$ cat src/rtl/fifo_pkg.sv
// Shared types for the FIFO read-side controller.
// Holds the controller state encoding and default widths.
package fifo_pkg;

   typedef enum logic [1:0] {
      IDLE   = 2'd0,
      ACTIVE = 2'd1,
      DRAIN  = 2'd2
   } rd_state_e;

   localparam int DATA_W_DEF = 8;
   localparam int CNT_W_DEF  = 16;

endpackage

$ cat src/rtl/fifo_rd_skid.sv
// Two-entry in-order buffer absorbing FIFO read latency.
// Head is the oldest word; tail holds the second word.
module fifo_rd_skid
   import fifo_pkg::*;
#(
   parameter int DATA_W = DATA_W_DEF
) (
   input  logic              clk,
   input  logic              reset,
   input  logic              push,
   input  logic [DATA_W-1:0] push_data,
   input  logic              pop,
   output logic [1:0]        occ,
   output logic [DATA_W-1:0] head
);

   logic [DATA_W-1:0] head_q, head_d;
   logic [DATA_W-1:0] tail_q, tail_d;
   logic [1:0]        occ_q, occ_d;

   assign occ  = occ_q;
   assign head = head_q;

   // Shift/insert so that head always holds the oldest word
   always_comb begin
      head_d = head_q;
      tail_d = tail_q;
      occ_d  = occ_q;
      case ({push, pop})
         2'b10: begin
            if (occ_q == 2'd0) head_d = push_data;
            else               tail_d = push_data;
            occ_d = occ_q + 2'd1;
         end
         2'b01: begin
            head_d = tail_q;
            occ_d  = occ_q - 2'd1;
         end
         2'b11: begin
            if (occ_q == 2'd2) begin
               head_d = tail_q;
               tail_d = push_data;
            end else begin
               head_d = push_data;
            end
         end
         default: ;
      endcase
   end

   // Buffer storage; reset empties it
   always_ff @(posedge clk or negedge reset) begin
      if (!reset) begin
         head_q <= '0;
         tail_q <= '0;
         occ_q  <= 2'd0;
      end else begin
         head_q <= head_d;
         tail_q <= tail_d;
         occ_q  <= occ_d;
      end
   end

endmodule

$ cat src/rtl/fifo_read_ctrl.sv
// Read-side master for a 1-cycle-latency synchronous FIFO.
// Issues reads, buffers returns, streams words on valid/ready.
module fifo_read_ctrl
   import fifo_pkg::*;
#(
   parameter int DATA_W = DATA_W_DEF,
   parameter int CNT_W  = CNT_W_DEF
) (
   input  logic              clk,
   input  logic              reset,
   input  logic              enable,
   input  logic              fifo_empty,
   input  logic [DATA_W-1:0] fifo_dout,
   output logic              fifo_rd,
   output logic              m_valid,
   input  logic              m_ready,
   output logic [DATA_W-1:0] m_data,
   output logic              busy,
   output logic [CNT_W-1:0]  words_read
);

   rd_state_e        state_q, state_d;
   logic             inflight_q, inflight_d;
   logic [CNT_W-1:0] words_q, words_d;
   logic [1:0]       occ;
   logic             pop;
   logic [2:0]       pend;

   fifo_rd_skid #(
      .DATA_W (DATA_W)
   ) u_skid (
      .clk       (clk),
      .reset     (reset),
      .push      (inflight_q),
      .push_data (fifo_dout),
      .pop       (pop),
      .occ       (occ),
      .head      (m_data)
   );

   assign m_valid    = (occ != 2'd0);
   assign pop        = m_valid & m_ready;
   assign pend       = {1'b0, occ} + {2'b0, inflight_q};
   assign words_read = words_q;

   // State, in-flight marker and handshake counter
   always_ff @(posedge clk or negedge reset) begin
      if (!reset) begin
         state_q    <= IDLE;
         inflight_q <= 1'b0;
         words_q    <= '0;
      end else begin
         state_q    <= state_d;
         inflight_q <= inflight_d;
         words_q    <= words_d;
      end
   end

   // Next state: drain finishes once nothing is buffered or pending
   always_comb begin
      state_d = state_q;
      unique case (state_q)
         IDLE:    if (enable) state_d = ACTIVE;
         ACTIVE:  if (!enable) state_d = DRAIN;
         DRAIN: begin
            if (enable)
               state_d = ACTIVE;
            else if (occ == 2'd0 && !inflight_q)
               state_d = IDLE;
         end
         default: state_d = IDLE;
      endcase
   end

   // Read issue: never more than two words owned (buffered + pending)
   always_comb begin
      busy       = (state_q != IDLE);
      fifo_rd    = (state_q == ACTIVE) & !fifo_empty
                 & (pend < (3'd2 + {2'b0, pop}));
      inflight_d = fifo_rd;
      words_d    = pop ? words_q + CNT_W'(1) : words_q;
   end

endmodule

$ cat config.mk
export PLATFORM = sky130hd
export DESIGN_NAME = fifo_read_ctrl
export DESIGN_NICKNAME = d
export VERILOG_FILES = /design/src/rtl/fifo_pkg.sv /design/src/rtl/fifo_rd_skid.sv /design/src/rtl/fifo_read_ctrl.sv
export SDC_FILE = /design/constraint.sdc
export NUM_CORES = 1
export LEC_CHECK = 0
export CORE_MARGIN = 4
export CORE_UTILIZATION = 45
export CTS_CLUSTER_SIZE = 40
export DETAILED_ROUTE_END_ITERATION = 12
export MAX_ROUTING_LAYER = met4
export PLACE_DENSITY = 0.84
export SYNTH_ARGS = -nofsm -noshare
export SYNTH_HDL_FRONTEND = slang
export SYNTH_SLANG_ARGS = --single-unit
$ cat constraint.sdc
create_clock -name clk -period 1.72 [get_ports clk]
set_input_delay 0.258 -clock clk [delete_from_list [all_inputs] [get_ports clk]]
set_output_delay 0.258 -clock clk [all_outputs]
set_load 0.01 [all_outputs]
==> results of run 1 <==
## through the flow
step	utilization	TNS [ns]	power (W)
after floorplan	-	0	0.002111
after global placement	0.6356	-0.4352	0.002687
after detailed placement	0.6356	-0.6161	0.002752
after CTS	0.6659	-0.1913	0.003375
after global routing	0.6717	-0.1793	0.003573
final	0.6717	-0.06587	0.003357
## area by class of cell
cell class / count / share of cell area
multi-input cells: 101 / 0.3265
clock inverters: 2 / 0.004296
flip-flops and latches: 37 / 0.3974
inverters: 3 / 0.004834
well taps: 46 / 0.02470
clock buffers: 6 / 0.03115
repair buffers: 54 / 0.2111
## sequential cells by signal, indices dropped and copies added, names as in the netlist
| register | flops |
|---|---|
| inflight_q | 1 |
| state_q | 2 |
| u_skid.head | 8 |
| u_skid.occ | 2 |
| u_skid.tail_q | 8 |
| words_read | 16 |
## cell usage in the layout, fill, tap and decap left out, drive strengths merged
master / instances
xor2: 4
and2: 1
o211ai: 1
clkdlybuf4s50: 36
dfrtp: 37
ha: 3
o21a: 1
inv: 3
nand2b: 1
a2bb2oi: 8
nor4b: 1
clkinv: 2
clkbuf: 7
dlygate4sd2: 1
nand4: 7
or2: 1
and4: 1
a21oi: 14
mux2: 8
nor2b: 1
nor2: 5
xnor2: 13
o2111ai: 1
a21boi: 1
nor3: 2
nand3: 3
and3: 1
o21ai: 3
or2b: 1
buf: 16
nand2: 19
## logic make-up (layout without fill, tap and decap cells)
logic type / Yosys count / in the layout
muxes: 8 / 8
buffers and inverters: 6 / 65
xor gates and xnor gates: 17 / 17
adders and majority gates: 3 / 3
AOI/OAI and AO/OA: 29 / 29
and+or+nand+nor: 44 / 44
DFF: 37 / 37
## worst min-delay path by stage
stage,start,endpoint,depth (start not counted)
after floorplan,reset,inflight_q,0
after global placement,words_read[15],words_read[15],1
after detailed placement,words_read[15],words_read[15],1
after CTS,reset,words_read[1],2
after global routing,reset,words_read[2],2
final,reset,u_skid.occ[1],2
## timing repair
action,CTS,global route
setup buffers,1,1
resized for setup,11,4
endpoints found under the setup margin,3,2
## metal layers
layer | wire, um | vias to the layer above
li1 | - | 624
met1 | 1600 | 626
met2 | 1881 | 35
met3 | 189 | 11
met4 | 104 | 0
met5 | 0 | -
## critical path: stages, from the launching register on
cell and delay, ns:
dfrtp_1 0.38, ha_2 0.20, ha_4 0.21, o21ai_2 0.05, nor4b_4 0.22, buf_2 0.17
## synthesized netlist by cell type
cell,instances
inv_1,3
nand3_1,3
nor4b_1,1
xnor2_1,13
o211ai_2,1
xor2_1,4
or2_2,1
nor2_1,2
nand4_1,7
dfrtp_1,37
o21ai_0,2
or2b_1,1
nor2b_1,1
a21oi_4,1
and4_1,1
o21a_1,1
clkbuf_2,1
o21ai_2,1
and3_1,1
mux2_2,8
a21boi_0,1
nand2b_1,1
a21oi_2,2
nor2_2,3
buf_6,1
nand2_1,18
nor3_1,2
and2_1,1
a2bb2oi_1,8
o2111ai_2,1
nand2_2,1
ha_1,3
buf_2,1
a21oi_1,11
## power breakdown
group / internal, W / switching (W)
registers: 0.00115 / 0.000212
logic: 0.000780 / 0.000635
clock network: 0.000280 / 0.000298
==> run summary, run 1 <==
The run finished, with violations left. The checks that failed: setup timing. In this run the clock root is driven by a clkbuf_8. The fmax is 0.5600 GHz.

Before antenna repair, the detailed router went through 4 iterations. In the finished design, the share of the clock period the worst path needs comes to 1.038. The critical path is of the reg -> out type. The overall global routing resource usage is 0.1754.

The post-DP HPWL came out at 2744 um. The share of synthesized area in the top cell type comes to 0.5510. The capture point of the worst reg-to-reg path is u_skid.tail_q[1]. The number of slew-limit violations in the final report came out at 0. In this run the worst path has a maximum fanout of 2. The reported leakage power came out at 1.036 nW. The worst hold-check slack came out at 0.3873 ns. The basic-gate share of the synthesized area counting and, or, nand and nor cells came out at 0.1340. Clock-pin slew was measured on the worst setup and hold paths at 0.07 ns. After detailed placement, the design holds a cell count of 239. The clock reaches the later pin of the worst-skew pair after 0.29 ns.

The area added between synthesis and finish is 38.64%. The CTS buffer count is 5. The initial core utilization is 0.4845. The ratio of cells with drive above 1 in the final layout is 0.2315.

Of the total synthesized cell area, the portion taken by full adders, half adders and majority gates is 0.02234. The arrival time reported for the critical path endpoint is 1.53 ns. The worst pin sits at a relative slew slack of 0.6879. In this run the worst setup path terminates at fifo_rd. The sequential cell area fraction in the yosys report came out at 0.5510. The worst slack at placement is -0.4852 ns. The H-tree level count is 2. The area taken by flip-flops and latches came out at 925.9 um^2. The number of remaining DRC errors came out at 0. The die area is 4776 um^2.

For this run the aggregate overflow at the end of global routing stands at 0. The origin of the critical flop-to-flop path is u_skid.occ[1]. The routability congestion estimate from global placement came out at 0.8412.

The number of unique standard cell types used by synthesis came out at 34. The cell depth of the worst flop-to-flop path came out at 6. In the global route stage, met3 resource usage came out at 0.06105. For met1 alone, demand over resource in global routing was 0.1884. The clock sink total came out at 37. The detail route stage leaves a number of antenna-violating nets equal to 0. The largest total area in the synthesized netlist belongs to dfrtp_1. In this run the cell area of the synthesized design comes to 1680 um^2. By area, the combinational part of the netlist is dominated by simple AND/OR/NAND/NOR gates.

At the pin with the least slew margin, the transition time is 0.4682 ns. The total non-filler cell area in the finished layout is 2330 um^2. Setup repair after global routing could not meet its margin everywhere. For this run, the post-layout net count is 218. The number of flip-flops and latches in the synthesized netlist came out at 37. STA puts the critical path data required time at 1.46 ns.

The timing startpoint of the critical path is inflight_q. Clock skew on the completed layout was measured at 0.006971 ns. When the netlist entered floorplanning its net count stood at 160. The count of synthesis-stage warnings from yosys is 0. The register-to-register setup slack is 0.16 ns. Counting I/O delays and the setup requirement, the final critical path takes 1.786 ns. The endpoint type of the worst setup path is an output port. The global routing stage identified its most utilized layer as met2. The via count of the first global-routing pass is 1,408. The vias per cell came out at 5.205. For this design the top-level I/O count stands at 40. The width of the die came out at 69.11 um. The y dimension of the die is 69.11 um. The post-synthesis area per instance is 11.67 um^2. Setup violations remaining at the end of the flow were counted as 1. The met2 capacity usage during global routing came out at 0.2860.

The count of hold buffers inserted by post-cts repair is 0. The count of endpoints failing hold in the final timing report came to 0. Summing all placed instances gives a cell area of 2205 um^2. The core area came out at 3468 um^2. STA classifies the critical path startpoint as a register. The final routed wirelength across all metal layers came out at 3776 um.

The compound-gate portion of the synthesized area is 0.1310. The number of rows in the core area came out at 21. The multiplexer share of the synthesized area came out at 0.05361.

The xor-xnor portion of the synthesized cell area came out at 0.08861. After synthesis, the cell types taking the most area are dfrtp_1 55%, xnor2_1 6.8%, mux2_2 5.4%, a2bb2oi_1 4.2%, nand2_1 4.0%. The multi-input gate area in the final layout is 760.7 um^2.

The pin count of the biggest net entering global routing is 38. The path class of the tightest hold or removal check is in -> async. The maximum vdd drop came out at 0.0008514 V.

The number of standard cells after synthesis is 144. The number of port buffers came out at 39. Across all setup checks in the final design, the least slack found is -0.06587 ns. The number of antenna violations at the first check in global routing came out at 0. Excluding fillers, the count of instances in the completed layout stands at 249.

The wire length of the first global-routing pass came out at 6458 um. The count of max-cap constraint violations is 0. The number of inserted filler cells in the final layout is 276. The via count of the routed design is 1,296. For this block, the initial DRC count from the detailed router was 100. The power density of the placed cells is 1441 nW/um^2. The number of antenna diodes in the final layout is 0.

The maximum clock insertion buffer count came out at 2. The detailed-route wire length per cell is 15.16 um. TritonCTS built the clock tree.
Power figures use the tool's default switching activity.
==> run 2, diff against run 1 <==
SLEW_MARGIN = 10   (was default)
==> results of run 2 <==
Same layout as run 1: the final DEF is identical, and so are final timing and power.
==> run 3, diff against run 2 <==
CTS_BUF_LIST = sky130_fd_sc_hd__clkbuf_2   (was default)
==> run summary, run 3 (synthesis results as in run 1) <==
The width of the die came out at 69.11 um (unchanged). The setup clock skew after layout was 0.01790 ns (+0.01093 ns). The worst slew margin relative to its limit is 0.6922 (+0.004347). The number of remaining DRC errors is 0 (unchanged). The post-DP HPWL is 2744 um (unchanged). The die area is 4776 um^2 (unchanged). The via count of the first global-routing pass is 1,417 (+0.64%). The number of rows in the core area came to 21 (unchanged). The count of hold buffers inserted by post-cts repair came out at 0 (unchanged). The area added between synthesis and finish came out at 44.23%. The y dimension of the die came out at 69.11 um (unchanged). The most common cell after layout, fill and taps aside is dfrtp_1. The number of inserted filler cells in the final layout is 274 (-0.72%).

The clock sink total came out at 37 (unchanged). The power density of the placed cells is 1382 nW/um^2 (-4.1%). The H-tree level count is 2 (unchanged). The routability congestion estimate from global placement came to 0.8412 (unchanged). The maximum clock insertion buffer count was 2 (unchanged).

The CTS buffer count came to 5 (unchanged). The initial core utilization was 0.4845 (unchanged). The number of I/O pins is 40 (unchanged). The number of violations reported at the end of detailed-routing iteration 0 came to 90 (-10%).

The net switching power of the design came out at 0.001171 W (+2.3%). The fmax is 0.5171 GHz (-7.7%). The total negative slack came out at -0.2139 ns (-0.1481 ns). The final routed wirelength across all metal layers came out at 3902 um (+3.3%). The overall global routing resource usage came to 0.1747 (-0.0006871). The count of endpoints failing hold in the final timing report is 0 (unchanged). The detailed-route wire length per cell came out at 14.78 um (-2.5%). TritonCTS built the clock tree. The ratio of cells with drive above 1 in the final layout came out at 0.3119 (+0.08040). The highest net fanout along the worst path was 2 (unchanged).

The number of setup violations in the final report was 1 (unchanged). The pin count of the biggest net entering global routing was 38 (unchanged). The utilization of the core after routing is 0.6988 (+0.02706). The number of slew-limit violations in the final report was 0 (unchanged).

The number of flip-flops in the largest register came out at 16 (unchanged). Setup repair after global routing could not meet its margin everywhere. The type of element launching the critical path is a register. The core area is 3468 um^2 (unchanged). The critical path in this run is classified as reg -> out. In the layout the commonest cells are 35 x dfrtp_1, 34 x clkdlybuf4s50_1, 28 x buf_4, 17 x nand2_1, 13 x xnor2_1. The tree is rooted in a clkbuf_2.

The required arrival time at the worst endpoint came out at 1.46 ns (about the same). The via count of the routed design is 1,371 (+5.8%). The wire length of the first global-routing pass came out at 6465 um (+0.11%).

The source-to-sink clock delay at the later pin of the worst-skew pair is 0.40 ns (+0.11 ns). The number of nets in the layout is 233 (+6.9%). The final reports fail on setup timing. The final critical-path setup slack is -0.2139 ns (-0.1481 ns). The area taken by flip-flops and latches came to 928.4 um^2 (+0.27%). The internal power contribution came to 0.002178 W (-1.5%). The count of max-cap constraint violations came out at 0 (unchanged). The total iterations of the first detailed-routing run is 4 (unchanged). The cell depth of the worst flop-to-flop path is 7 (+1). The min-delay analysis places its worst path in the category in -> async. The vias per cell came to 5.193 (-0.22%). The run finished, with violations left. The number of antenna violations at the first check in global routing came out at 0 (unchanged). The final worst-path cycle share is 1.124 (+0.08608). The number of routed nets with antenna violations is 0 (unchanged). STA classifies the critical path endpoint as an output port.

The share of total power in combinational logic came out at 0.489 (+0.067). The total congestion overflow after global routing came to 0 (unchanged). The switching power share of the total came out at 0.3498 (+0.008499).

The reported leakage power is 1.139 nW (+10%). The arrival time reported for the critical path endpoint is 1.68 ns (+0.15 ns). The maximum vdd drop was 0.0008090 V (-5.0%). The clock network fraction of total power came out at 0.116 (-0.056).

The total chip power is 0.003349 W (-0.23%). The clock transition at the registers of the reported paths came out at 0.19 ns (+0.12 ns). The slew of the pin with the lowest slew margin came to 0.4616 ns (-0.006520 ns). The sequential group share of total power came out at 0.394 (-0.012). The time the worst path needs with I/O delays and setup came out at 1.934 ns (+0.1481 ns). The multi-input gate area in the final layout came out at 763.2 um^2 (+0.33%). The number of port buffers came out at 39 (unchanged). The number of antenna diodes is 0 (unchanged).
-- run 3: changes by cell type in the layout (fill, tap and decap cells not counted), moves of 2 or more --
cell             before  now
dfrtp_1              37   35
clkdlybuf4s50_1      36   34
clkbuf_8              5    0
dfrtp_2               0    2
clkbuf_2              1    6
buf_4                15   28
dlymetal6s2s_1        0    2
buf_6                 0    2
-- run 3: power groups by stage --
stage | Sequential, W | Clock (W) | Combinational [W]
after global placement | 0.00135 | 0 | 0.00134
after detailed placement | 0.00137 | 0 | 0.00138
after global routing | 0.00135 | 0.000453 | 0.00177
after floorplan | 0.00141 | 0 | 0.000698
final | 0.00132 | 0.000390 | 0.00164
after CTS | 0.00135 | 0.000404 | 0.00147
-- run 3: area by class of cell --
class / count / area share
clock buffers: 6 / 0.01239
clock inverters: 2 / 0.004130
inverters: 3 / 0.004646
multi-input cells: 101 / 0.3149
flip-flops and latches: 37 / 0.3831
well taps: 46 / 0.02375
repair buffers: 69 / 0.2571
-- run 3: layer usage --
layer	global-route usage	share of wire	vias to the layer above
met3	0.06686	0.059	13
met5	-	0	-
met1	0.1911	0.40	656
li1	-	-	657
met2	0.2775	0.51	45
met4	0.08677	0.030	0
-- run 3: metrics by stage --
stage          area (um^2)  worst slack (ns)  std cells  hold slack, ns
2_1_floorplan         1680           0.07728        144        -0.03759
3_3_place_gp          2205           -0.4352        239          0.4617
3_5_place_dp          2205           -0.4852        239          0.4801
4_1_cts               2312           -0.2660        252          0.2504
5_1_grt               2424           -0.3447        264          0.2607
6_report              2424           -0.2139        264          0.2494
-- run 3: what timing repair did --
| item | CTS | global route |
|---|---|---|
| setup buffers | 5 | 13 |
| endpoints found under the setup margin | 8 | 17 |
| gates resized for setup | 22 | 8 |
| pin swaps | 2 | 2 |
-- run 3: worst max-delay path, stage by stage, from the launching register on --
cell	delay, ns
dfrtp_1	0.42
ha_2	0.20
ha_4	0.21
o21ai_2	0.05
nor4b_4	0.22
buf_2	0.17
-- run 3: path summary, 6_finish.rpt --
| path | startpoint | end | slack (ns) |
|---|---|---|---|
| worst max-delay path | inflight_q | fifo_rd | -0.21 |
| worst min-delay path | reset | words_read[7] | 0.25 |
| worst max register to register | u_skid.occ[1] | u_skid.tail_q[1] | 0.09 |
| worst min register to register | words_read[15] | words_read[15] | 0.51 |
| max in group asynchronous | reset | words_read[0] | 1.13 |
| min in group clk | enable | state_q[1] | 0.38 |
